`config.mk`:
```
export PLATFORM = sky130hd
export DESIGN_NAME = post_sparsity_pack
export DESIGN_NICKNAME = d
export VERILOG_FILES = /design/src/rtl/post_sparsity_pkg.sv /design/src/rtl/post_sparsity_pack_lane_keep.sv /design/src/rtl/post_sparsity_pack.sv
export SDC_FILE = /design/constraint.sdc
export NUM_CORES = 1
export LEC_CHECK = 0
export ABC_CLOCK_PERIOD_IN_PS = 35600
export CAP_MARGIN = 15
export CORE_MARGIN = 3
export CORE_UTILIZATION = 25
export CTS_CLUSTER_SIZE = 10
export DETAILED_ROUTE_END_ITERATION = 16
export PLACE_DENSITY = 0.47
export SLEW_MARGIN = 20
export SYNTH_ARGS = -nofsm -noshare
export SYNTH_HDL_FRONTEND = slang
export SYNTH_HIERARCHICAL = 1
export SYNTH_SLANG_ARGS = --single-unit
```
`constraint.sdc`:
```
create_clock -name clk -period 35.6 [get_ports clk]
set_input_delay 7.12 -clock clk [delete_from_list [all_inputs] [get_ports clk]]
set_output_delay 7.12 -clock clk [all_outputs]
set_load 0.01 [all_outputs]
```
`src/rtl/post_sparsity_pkg.sv`:
```
// post_sparsity_pkg: shared FSM states, mode encodings and saturating magnitude helper.
package post_sparsity_pkg;

    typedef enum logic [1:0] {
        IDLE = 2'b00,
        SCAN = 2'b01,
        DONE = 2'b10
    } state_t;

    localparam logic [1:0] MODE_PASS     = 2'b00;
    localparam logic [1:0] MODE_RELU     = 2'b01;
    localparam logic [1:0] MODE_THR      = 2'b10;
    localparam logic [1:0] MODE_RELU_THR = 2'b11;

    localparam int MAG_W = 64;

    // x is a w-bit word sign-extended to MAG_W; the most-negative w-bit value clamps to 2^(w-1)-1
    function automatic logic [MAG_W-1:0] sat_mag(input logic [MAG_W-1:0] x, input int w);
        logic [MAG_W-1:0] lim;
        lim = (MAG_W'(1) << (w - 1)) - MAG_W'(1);
        return !x[MAG_W-1] ? x : (x == ~lim) ? lim : -x;
    endfunction

endpackage

```
`src/rtl/post_sparsity_pack_lane_keep.sv`:
```
// lane_keep: combinational keep decision for one tile word.
module lane_keep
    import post_sparsity_pkg::*;
#(
    parameter int W = 20
) (
    input  logic [W-1:0] i_word,
    input  logic         i_mask_bit,
    input  logic [1:0]   i_mode,
    input  logic [W-1:0] i_thresh,
    output logic         o_keep
);
    logic [MAG_W-1:0] w_mag;
    logic             w_relu;
    logic             w_thr;

    always_comb begin
        w_mag  = sat_mag(MAG_W'($signed(i_word)), W);
        w_relu = i_mode == MODE_RELU || i_mode == MODE_RELU_THR;
        w_thr  = i_mode == MODE_THR || i_mode == MODE_RELU_THR;
        o_keep = i_mask_bit && i_word != '0 && !(w_relu && i_word[W-1])
                 && !(w_thr && w_mag <= MAG_W'(i_thresh));
    end

endmodule

```
`src/rtl/post_sparsity_pack.sv`:
```
// post_sparsity_pack: scans a tile one lane per cycle, compacts kept words and rewrites
// the matching window of the sparsity mask.
module post_sparsity_pack
    import post_sparsity_pkg::*;
#(
    parameter int IL       = 8,
    parameter int FL       = 12,
    parameter int LANES    = 16,
    parameter int length   = 32,
    parameter int p_length = $clog2(length),
    parameter int c_length = $clog2(LANES + 1)
) (
    input  logic                            clk,
    input  logic                            reset,
    input  logic [LANES-1:0][IL+FL-1:0]     i_im,
    input  logic [length-1:0]               i_mask,
    input  logic [p_length-1:0]             i_base,
    input  logic [1:0]                      i_mode,
    input  logic [IL+FL-1:0]                i_thresh,
    input  logic                            input_ready,
    input  logic                            output_taken,
    output logic [LANES-1:0][IL+FL-1:0]     o_im,
    output logic [length-1:0]               o_mask,
    output logic [c_length-1:0]             o_count,
    output logic                            o_valid,
    output logic [1:0]                      state
);
    localparam int W  = IL + FL;
    localparam int LW = LANES > 1 ? $clog2(LANES) : 1;

    if (LANES > length || LANES < 1) begin : g_bad_lanes
        $error("post_sparsity_pack: LANES must be in 1..length");
    end

    state_t                   r_state;
    logic [LANES-1:0][W-1:0]  r_im;
    logic [p_length-1:0]      r_base;
    logic [1:0]               r_mode;
    logic [W-1:0]             r_thresh;
    logic [LW-1:0]            r_idx;

    logic [W-1:0]             w_word;
    logic [p_length:0]        w_sum;
    logic [p_length:0]        w_m;
    logic                     w_keep;

    // Mask window position wraps modulo length, which need not be a power of two
    always_comb begin
        w_word = r_im[r_idx];
        w_sum  = {1'b0, r_base} + (p_length + 1)'(r_idx);
        w_m    = w_sum >= (p_length + 1)'(length) ? w_sum - (p_length + 1)'(length) : w_sum;
    end

    lane_keep #(.W(W)) u_keep (
        .i_word     (w_word),
        .i_mask_bit (o_mask[w_m[p_length-1:0]]),
        .i_mode     (r_mode),
        .i_thresh   (r_thresh),
        .o_keep     (w_keep)
    );

    assign state   = r_state;
    assign o_valid = r_state == DONE;

    always_ff @(posedge clk or posedge reset) begin
        if (reset) begin
            r_state  <= IDLE;
            r_im     <= '0;
            r_base   <= '0;
            r_mode   <= '0;
            r_thresh <= '0;
            r_idx    <= '0;
            o_im     <= '0;
            o_mask   <= '0;
            o_count  <= '0;
        end else begin
            case (r_state)
                IDLE: if (input_ready) begin
                    r_im     <= i_im;
                    r_base   <= i_base;
                    r_mode   <= i_mode;
                    r_thresh <= i_thresh;
                    r_idx    <= '0;
                    o_im     <= '0;
                    o_mask   <= i_mask;
                    o_count  <= '0;
                    r_state  <= SCAN;
                end
                SCAN: begin
                    if (w_keep) begin
                        o_im[o_count[LW-1:0]] <= w_word;
                        o_count               <= o_count + 1'b1;
                    end
                    o_mask[w_m[p_length-1:0]] <= w_keep;
                    r_idx                     <= r_idx + 1'b1;
                    if (r_idx == LW'(LANES - 1)) r_state <= DONE;
                end
                DONE: if (output_taken) r_state <= IDLE;
                default: r_state <= IDLE;
            endcase
        end
    end

endmodule

```
==> results.json, run 1 <==
{
  "pwr-share-comb_pct": 54.8,
  "numPortBuffers": 742,
  "yosys_register_bits": 710,
  "coreArea_um2": 124000,
  "cap_violations": 0,
  "drt_iter0_drc": 2310,
  "synth_edf_count": 0,
  "fin_worst_skew_ps": 31.7,
  "die_w_um": 360,
  "grt_usage_pct": 20.3,
  "rr_startpoint": "r_idx[0]",
  "clkTransAtPathRegs_ps": 50,
  "synth_top_area_share_pct": 56.8,
  "whs_endpoint": "r_im[232]",
  "hold_path_depth": 2,
  "switchingPower_mw": 2.27,
  "drive_gt1_share_pct": 8.57,
  "max_slew_margin_pct": 24.0,
  "ys_top_cells_by_count": "nand2_1, dfrtp_1, a22o_1",
  "period_minus_slack_ps": 11560,
  "fill_cells": 12500,
  "synth.most_common_cell": "nand2_1",
  "reg2reg_depth": 24,
  "cp-start-kind": "input port",
  "min_path_type": "register to register",
  "worst-setup-path-type": "input port to register",
  "grt_pass1_wl_um": 192000,
  "rsz0062_at_grt": "false",
  "cts_buffers": 87,
  "power.internal_mw": 2.58,
  "end_kind": "register",
  "netlist.top_cell.by_area": "dfrtp_1",
  "maxSlewViolCount": 0,
  "p_seq_share_pct": 27.9,
  "areaGrowthSynthToFinish_pct": 37.0,
  "synth_cell_types": 69,
  "grt_pass1_vias": 25800,
  "drt-vias-per-instance": 4.81,
  "antenna_found_initial": 17,
  "slowest_stage": "buf_4",
  "yosys-top-cells-area": "dfrtp_1, nand2_1, a22o_1",
  "yosys_most_used_dff": "dfrtp_1",
  "clock_latency_ps": 660,
  "clock_power_share_pct": 17.2,
  "vias": 25600,
  "async_reset_ff_share_pct": 100,
  "power_density_nw_per_um2": 113,
  "post-cts-setup-buffers": 0,
  "syn_nets": 3388,
  "drc": 0,
  "drt-total-wl_um": 136000,
  "path_max_fanout": 91,
  "p_leak_nw": 19.6,
  "clockBufferDepth": 3,
  "setup_viol": 0,
  "syn_area_per_cell_um2": 10.6,
  "outcome": "finished clean",
  "drtAntennaViolNets": 0,
  "crit_required_ps": 36190,
  "ir_drop_uv": 58.8,
  "multi_input_area_um2": 12400,
  "regArea_um2": 17800,
  "grt_max_degree": 208,
  "place_area_um2": 40300,
  "nets": 4050,
  "rrSetupSlack_ps": 25780,
  "finalHoldViolations": 0,
  "max_stage_delay_ps": 900,
  "cts_resized": 0,
  "finalSetupTns_ps": 0,
  "final_cell_area_um2": 42900,
  "grt_remaining_overflow": 0,
  "arrival_ps": 12140,
  "hold_buffers": 0,
  "dp_hpwl_um": 96100,
  "r2r_end": "o_im[239]",
  "fmax_mhz": 86.5,
  "worst_pin_slew_ps": 1140,
  "yosysWarnings": 6,
  "crit_chain": "clkdlybuf4s50_1 > nand2b_1 > nor2_4 > buf_4 > buf_4 > buf_4 > buf_4 > buf_4 > nand2_1 > nand2_1",
  "initial_core_util_pct": 25.2,
  "root_buffer": "clkbuf_16",
  "cts_sinks": 710,
  "cpMostUsedCell": "buf_4",
  "rows": 129,
  "power_mw": 4.85,
  "p_sw_share_pct": 46.9,
  "ioPinCount": 743,
  "cts_tree": "built",
  "worst_hold_startpoint": "r_im[232]",
  "syn_area_um2": 31300,
  "fp.dieH_um": 360,
  "fin_crit_sh_pct": 32.5,
  "drtPass1Iterations": 5,
  "gp_congestion": 0.805,
  "htree_levels": 3,
  "drt-wirelength-per-cell_um": 25.6,
  "dieArea_um2": 129000,
  "seq_area_frac_synth_pct": 56.8,
  "netlist_instances": 2961
}
## metal layers
metal	routed length (um)	up-vias	track usage, %
li1	-	11500	-
met1	58400	12800	26.9
met2	64500	1034	33.2
met3	9100	167	4.72
met4	3750	12	6.12
met5	80	-	0
## worst max path at each step
stage,slack (ps),end,depth (start not counted),start
floorplan,8570,o_count[0],1,reset
global placement,23490,r_im[168],10,input_ready
detailed placement,23430,r_im[154],10,input_ready
CTS,24150,r_im[154],10,input_ready
global route,23780,r_im[91],10,input_ready
finish,24040,r_im[298],10,input_ready
## registers in the layout (all words and copies together) (netlist names)
| register | count |
|---|---|
| o_count | 5 |
| o_im | 320 |
| o_mask | 32 |
| r_base | 5 |
| r_idx | 4 |
| r_im | 320 |
| r_mode | 2 |
| r_thresh | 20 |
| state | 2 |
## power by group through the flow
stage | Combinational, mW | Clock, mW | Sequential (mW)
3_3_place_gp | 2.69 | 0 | 1.36
6_report | 2.66 | 0.837 | 1.36
5_1_grt | 2.89 | 0.892 | 1.39
3_5_place_dp | 2.71 | 0 | 1.37
4_1_cts | 2.72 | 0.860 | 1.36
2_1_floorplan | 1.47 | 0 | 1.34
## metrics by stage
stage                     util (%)  std cells  hold slack (ps)  worst slack [ps]
after floorplan                  -       2961              440              8570
after global placement        32.5       5171              453             23490
after detailed placement      32.5       5171              457             23430
after CTS                     34.6       5303              471             24150
after global routing          34.6       5307              484             23780
final                         34.6       5310              467             24040
## area by class of cell
cell class	count	share of cell area, %
Sequential cell	710	41.5
Multi-Input combinational cell	1993	29.0
Timing Repair Buffer	800	18.4
Clock buffer	121	5.69
Tap cell	1637	4.78
Clock inverter	11	0.382
Inverter	31	0.289
Antenna cell	7	0.0408
## worst max-delay path, delay by kind of cell
family                 cells  cell delay [ps]
buffers and inverters      6             4240
and+or+nand+nor            4              490
## placed cells by master (no fill, tap or decap), drive strengths merged, types with 3 or more instances in the layout
master and n:
clkbuf 121, a32oi 5, o21a 5, nor2b 7, nor3 15, clkdlybuf4s50 742, xor2 4, and3 10
nor3b 3, clkinv 6, a311oi 13, diode 7, a31oi 9, dfrtp 710, ha 43, nand4 15
inv 33, o31ai 6, a21oi 60, or3 3, a21o 12, a22o 303, or4 4, xnor2 3
nand3 19, o211ai 5, a211oi 31, nand2b 6, nor2 39, and2 3, o21ai 52, nand2 1176
nor4 6, mux4 108, buf 58
## logic make-up after synthesis
kind of cell    count (synthesis)  synth area share, %
mux                           112                 7.91
simple gates                 1314                 16.7
flops                         710                 56.8
fa+ha+maj                      44                 1.78
buf+inv                       258                 3.83
xor+xnor                        7                0.196
compound gates                516                 12.9
Note: power is estimated with default switching activity, not from simulation.
==> run 2, diff against run 1 <==
--- a/config.mk
+++ b/config.mk
@@ -5,13 +5,13 @@
 export SDC_FILE = /design/constraint.sdc
 export NUM_CORES = 1
 export LEC_CHECK = 0
-export ABC_CLOCK_PERIOD_IN_PS = 35600
+export ABC_CLOCK_PERIOD_IN_PS = 10600
 export CAP_MARGIN = 15
 export CORE_MARGIN = 3
 export CORE_UTILIZATION = 25
 export CTS_CLUSTER_SIZE = 10
 export DETAILED_ROUTE_END_ITERATION = 16
-export PLACE_DENSITY = 0.47
+export PLACE_DENSITY = 0.48
 export SLEW_MARGIN = 20
 export SYNTH_ARGS = -nofsm -noshare
 export SYNTH_HDL_FRONTEND = slang
==> constraint.sdc (replaced) <==
create_clock -name clk -period 10.6 [get_ports clk]
set_input_delay 2.12 -clock clk [delete_from_list [all_inputs] [get_ports clk]]
set_output_delay 2.12 -clock clk [all_outputs]
set_load 0.01 [all_outputs]
==> results.json, run 2 (synthesized netlist as in run 1, its figures left out) <==
{
  "fmax_mhz": 112,
  "grt_max_degree": 181,
  "cap_violations": 0,
  "drc": 0,
  "grt_usage_pct": 21.5,
  "numPortBuffers": 742,
  "drive_gt1_share_pct": 8.81,
  "drtPass1Iterations": 5,
  "drt-vias-per-instance": 4.86,
  "crit_start": "r_idx[0]",
  "cp-start-kind": "register",
  "rows": 129,
  "utilization_pct": 34.8,
  "fin_worst_skew_ps": 31.1,
  "cts_sinks": 710,
  "fill_cells": 12500,
  "final_cell_area_um2": 43200,
  "cts_tree": "built",
  "pwr-share-comb_pct": 53.5,
  "path_delay_family": "compound AO/OA/AOI/OAI gates",
  "drt-total-wl_um": 143000,
  "worst-setup-path-type": "register to register",
  "drt-wirelength-per-cell_um": 26.9,
  "crit_required_ps": 11140,
  "coreArea_um2": 124000,
  "fp.dieH_um": 360,
  "period_minus_slack_ps": 8940,
  "crit_buf_inv": 2,
  "path_max_fanout": 37,
  "rr_startpoint": "r_idx[0]",
  "maxSlewViolCount": 0,
  "cp.depth": 21,
  "hold_path_depth": 2,
  "clkTransAtPathRegs_ps": 60,
  "power_density_nw_per_um2": 382,
  "final_common_cell": "nand2_1",
  "hold_buffers": 0,
  "end_kind": "register",
  "areaGrowthSynthToFinish_pct": 38.0,
  "reg2reg_depth": 21,
  "clock_power_share_pct": 18.1,
  "max_stage_delay_ps": 920,
  "dieArea_um2": 129000,
  "final_cells": 5320,
  "grt_remaining_overflow": 0,
  "min_path_type": "register to register",
  "power.internal_mw": 8.75,
  "final_cell_mix": "nand2_1, clkdlybuf4s50_1, dfrtp_1",
  "cts_buffers": 89,
  "drtAntennaViolNets": 0,
  "gp_congestion": 0.837,
  "p_seq_share_pct": 28.4,
  "p_leak_nw": 19.7,
  "grt_pass1_wl_um": 202000,
  "slowest_stage": "dfrtp_4",
  "worst_pin_slew_ps": 1070,
  "setup_viol": 0,
  "htree_levels": 3,
  "cts_resized": 0,
  "ioPinCount": 743,
  "post-cts-setup-buffers": 0,
  "switchingPower_mw": 7.77,
  "dp.cells": 5166,
  "outcome": "finished clean",
  "arrival_ps": 9480,
  "vias": 25800,
  "root_buffer": "clkbuf_16",
  "max_slew_margin_pct": 28.9,
  "finalSetupTns_ps": 0,
  "dp_hpwl_um": 102000,
  "place_area_um2": 40300,
  "clock_latency_ps": 670,
  "finalHoldViolations": 0,
  "worst_hold_startpoint": "r_im[209]",
  "ir_drop_uv": 241,
  "p_sw_share_pct": 47.0,
  "die_w_um": 360,
  "drt_iter0_drc": 2341,
  "antenna_found_initial": 11,
  "fin_crit_sh_pct": 84.4,
  "grt_pass1_vias": 26200,
  "reg_top3": "o_im: 320 flops, r_im: 320 flops, o_mask: 32 flops",
  "initial_core_util_pct": 25.2,
  "rsz0062_at_grt": "false",
  "clockBufferDepth": 3,
  "power_mw": 16.5,
  "crit_chain": "buf_4 > mux4_2 > mux4_2 > inv_1 > ha_1 > nor3b_1 > and4_1 > and3_1 > nor2_1 > a21bo_1 > o21ai_0 > ha_1 > nand4_1 > a2111oi_0 > o31a_1 > o21ai_0 > a21oi_2 > nand2_1 > a21oi_2 > nand2_1 > a22o_1",
  "nets": 4049
}
[run 2: cell types whose count changed in the layout (fill, tap and decap cells not counted), sizes merged]
cell    previous run  this run
clkbuf           121       131
buf               58        55
clkinv             6         9
bufinv             2         3
diode              7         6
[run 2: path summary, 6_finish.rpt]
check,end,slack (ps)
setup / recovery,o_im[179],1660
hold / removal,r_im[209],470
setup reg to reg,o_im[179],1660
hold reg to reg,r_im[209],470
max in group asynchronous,o_im[134],6720
min in group asynchronous,r_im[199],1770
[run 2: per-stage QoR]
stage	hold slack, ps	setup slack [ps]
2_1_floorplan	440	-1240
3_3_place_gp	452	1440
5_1_grt	487	1010
3_5_place_dp	457	1310
4_1_cts	471	1270
6_report	467	1660
[run 2: worst register-to-register path, cell delays in order, from the launching register on]
cell and delay, ps:
dfrtp_4 920, buf_4 360, mux4_2 520, mux4_2 920
inv_1 170, ha_1 210, nor3b_1 430, and4_1 370
and3_1 560, nor2_1 200, a21bo_1 210, o21ai_0 90
ha_1 200, nand4_1 170, a2111oi_0 520, o31a_1 220
o21ai_0 90, a21oi_2 580, nand2_1 150, a21oi_2 670
nand2_1 810, a22o_1 470
[run 2: power by group through the flow]
| stage | combinational, mW | clock (mW) | sequential (mW) |
|---|---|---|---|
| finish | 8.83 | 2.99 | 4.69 |
| global route | 9.56 | 3.18 | 4.82 |
| CTS | 8.98 | 3.07 | 4.70 |
| detailed placement | 8.95 | 0 | 4.73 |
| global placement | 8.89 | 0 | 4.73 |
| floorplan | 4.95 | 0 | 4.51 |
[run 2: final cells by class]
class	instances	area, um2	share of cell area (%)
Inverter	31	120	0.278
Sequential cell	710	17800	41.2
Timing Repair Buffer	797	7980	18.5
Tap cell	1637	2050	4.74
Multi-Input combinational cell	1993	12400	28.8
Clock inverter	15	246	0.571
Antenna cell	6	15.0	0.0348
Clock buffer	131	2570	5.94
[run 2: per-layer routing]
metal  GRT usage, %  share of wire [%]  up-vias
li1               -                  -    11600
met2           35.8                 48     1040
met3           5.34                7.2      177
met5              0              0.041        -
met4           5.77                2.6        8
met1           28.0                 42    13100
==> RTL edit: new RTL, flow settings as in run 1 <==
Change the parameter `FL` from 12 to 6.
--- a/src/rtl/post_sparsity_pack.sv
+++ b/src/rtl/post_sparsity_pack.sv
@@ -4,7 +4,7 @@
     import post_sparsity_pkg::*;
 #(
     parameter int IL       = 8,
-    parameter int FL       = 12,
+    parameter int FL       = 6,
     parameter int LANES    = 16,
     parameter int length   = 32,
     parameter int p_length = $clog2(length),
Interface: changed (resized i_im, i_thresh and o_im); port bits go from 743 to 545. No check against the original RTL was run, so the function may have changed too.
==> RTL edit against run 1 <==
Combinational power is 24% lower; final area is 26% lower; power is 24% lower; routed wire length is 33% lower; register-to-register slack better by 0.74 ns; clock skew is 0.0062 ns lower; synthesized area is 26% lower; clock power is 24% lower; sequential cell count is 198 lower; sequential power is 26% lower; setup slack better by 1.0 ns; maximum frequency is 9.6% higher.
==> RTL edit: results (changes against run 1) <==
top cells by area, synth: dfrtp_1 (56%), nand2_1 (14%), a22o_1 (8.0%)
Tot GR Track Use: 0.1848 (-0.01857)
post-detail-place hpwl: 63520 um (-34%)
final WL: 91120 um (-33%)
CP arrival: 11.07 ns (-1.07 ns)
outcome: complete, no violations
Worst-Margin Slew: 1.090 ns (-0.04784 ns)
met1 wire length: 38500 um (-34%)
R2R setup slack: 26.52 ns (+0.74 ns)
Fillers: 9008 (-28%)
slowest stage delay, CP: 0.85 ns (-0.05 ns)
routed wl met3: 7046 um (-23%)
hold endpoint: r_im[64]
xor and xnor area share after synthesis: 0.002662 (+0.0007028)
vias post-DR: 18950 (-26%)
mean routed wirelength per cell: 23.35 um (-8.7%)
post-synthesis adder-cell area fraction: 0.02260 (+0.004767)
Worst Path Max Fanout: 94 (+3.3%)
IO Port Bufs: 544 (-27%)
worst skew pair latency: 0.60 ns (-0.06 ns)
RR Endpoint: o_im[83]
met3 usage: 0.04778 (+0.0005982)
Synth Net Count: 2521 (-26%)
switch share: 0.4609 (-0.007639)
mux cell area share after synthesis: 0.08050 (+0.001427)
Placed Area: 0.02950 mm^2 (-27%)
GR Util met2: 0.3009 (-0.03090)
Avg Cell Area, Syn: 10.48 um^2 (-0.90%)
sequential element share of the synthesized area: 0.5562 (-0.01144)
Largest regs: o_im x224, r_im x224, o_mask x32
initial antenna violation count: 27 (+10)
## RTL edit: power groups by stage
stage	clock network, mW	registers (mW)	logic, mW
floorplan	0	1.01	1.17
global placement	0	1.01	2.01
detailed placement	0	1.02	2.04
CTS	0.657	1.01	2.04
global route	0.682	1.04	2.20
finish	0.638	1.01	2.02
## RTL edit: how the worst max path moves through the flow
stage                      from          to  slack, ns  depth (start not counted)
floorplan                 reset  o_count[0]      14.18                          1
global placement    input_ready   r_im[116]      24.59                          8
detailed placement  input_ready   r_im[141]      24.47                          8
CTS                 input_ready   r_im[141]      25.11                          8
global route        input_ready   r_im[141]      24.76                          8
finish              input_ready    r_im[40]      25.06                          8
## RTL edit: cell families (layout without fill, tap and decap cells)
| logic type | after synthesis | count (layout) |
|---|---|---|
| adders and majority gates | 41 | 41 |
| and+or+nand+nor | 986 | 986 |
| AOI/OAI and AO/OA | 392 | 392 |
| DFF | 512 | 512 |
| buffers and inverters | 178 | 691 |
| muxes | 83 | 83 |
| xor gates and xnor gates | 7 | 7 |
| other | 0 | 14 |
## RTL edit: per-stage QoR
stage	util	total power, mW	hold WS (ns)
after floorplan	-	2.178	0.4373
after global placement	0.3251	3.019	0.4514
after detailed placement	0.3252	3.058	0.4550
after CTS	0.3476	3.716	0.4674
after global routing	0.3480	3.923	0.4843
final	0.3483	3.675	0.4627
## RTL edit: final cells by class
type	instances	area share
flip-flops and latches	512	0.4058
multi-input cells	1509	0.2996
repair buffers	571	0.1796
clock buffers	83	0.05819
well taps	1176	0.04658
clock inverters	14	0.006100
inverters	23	0.002971
diodes	14	0.001109
## RTL edit: critical path, delay by kind of cell
kind | cells | cell delay, ns
simple gates | 4 | 0.80
buf+inv | 4 | 2.89
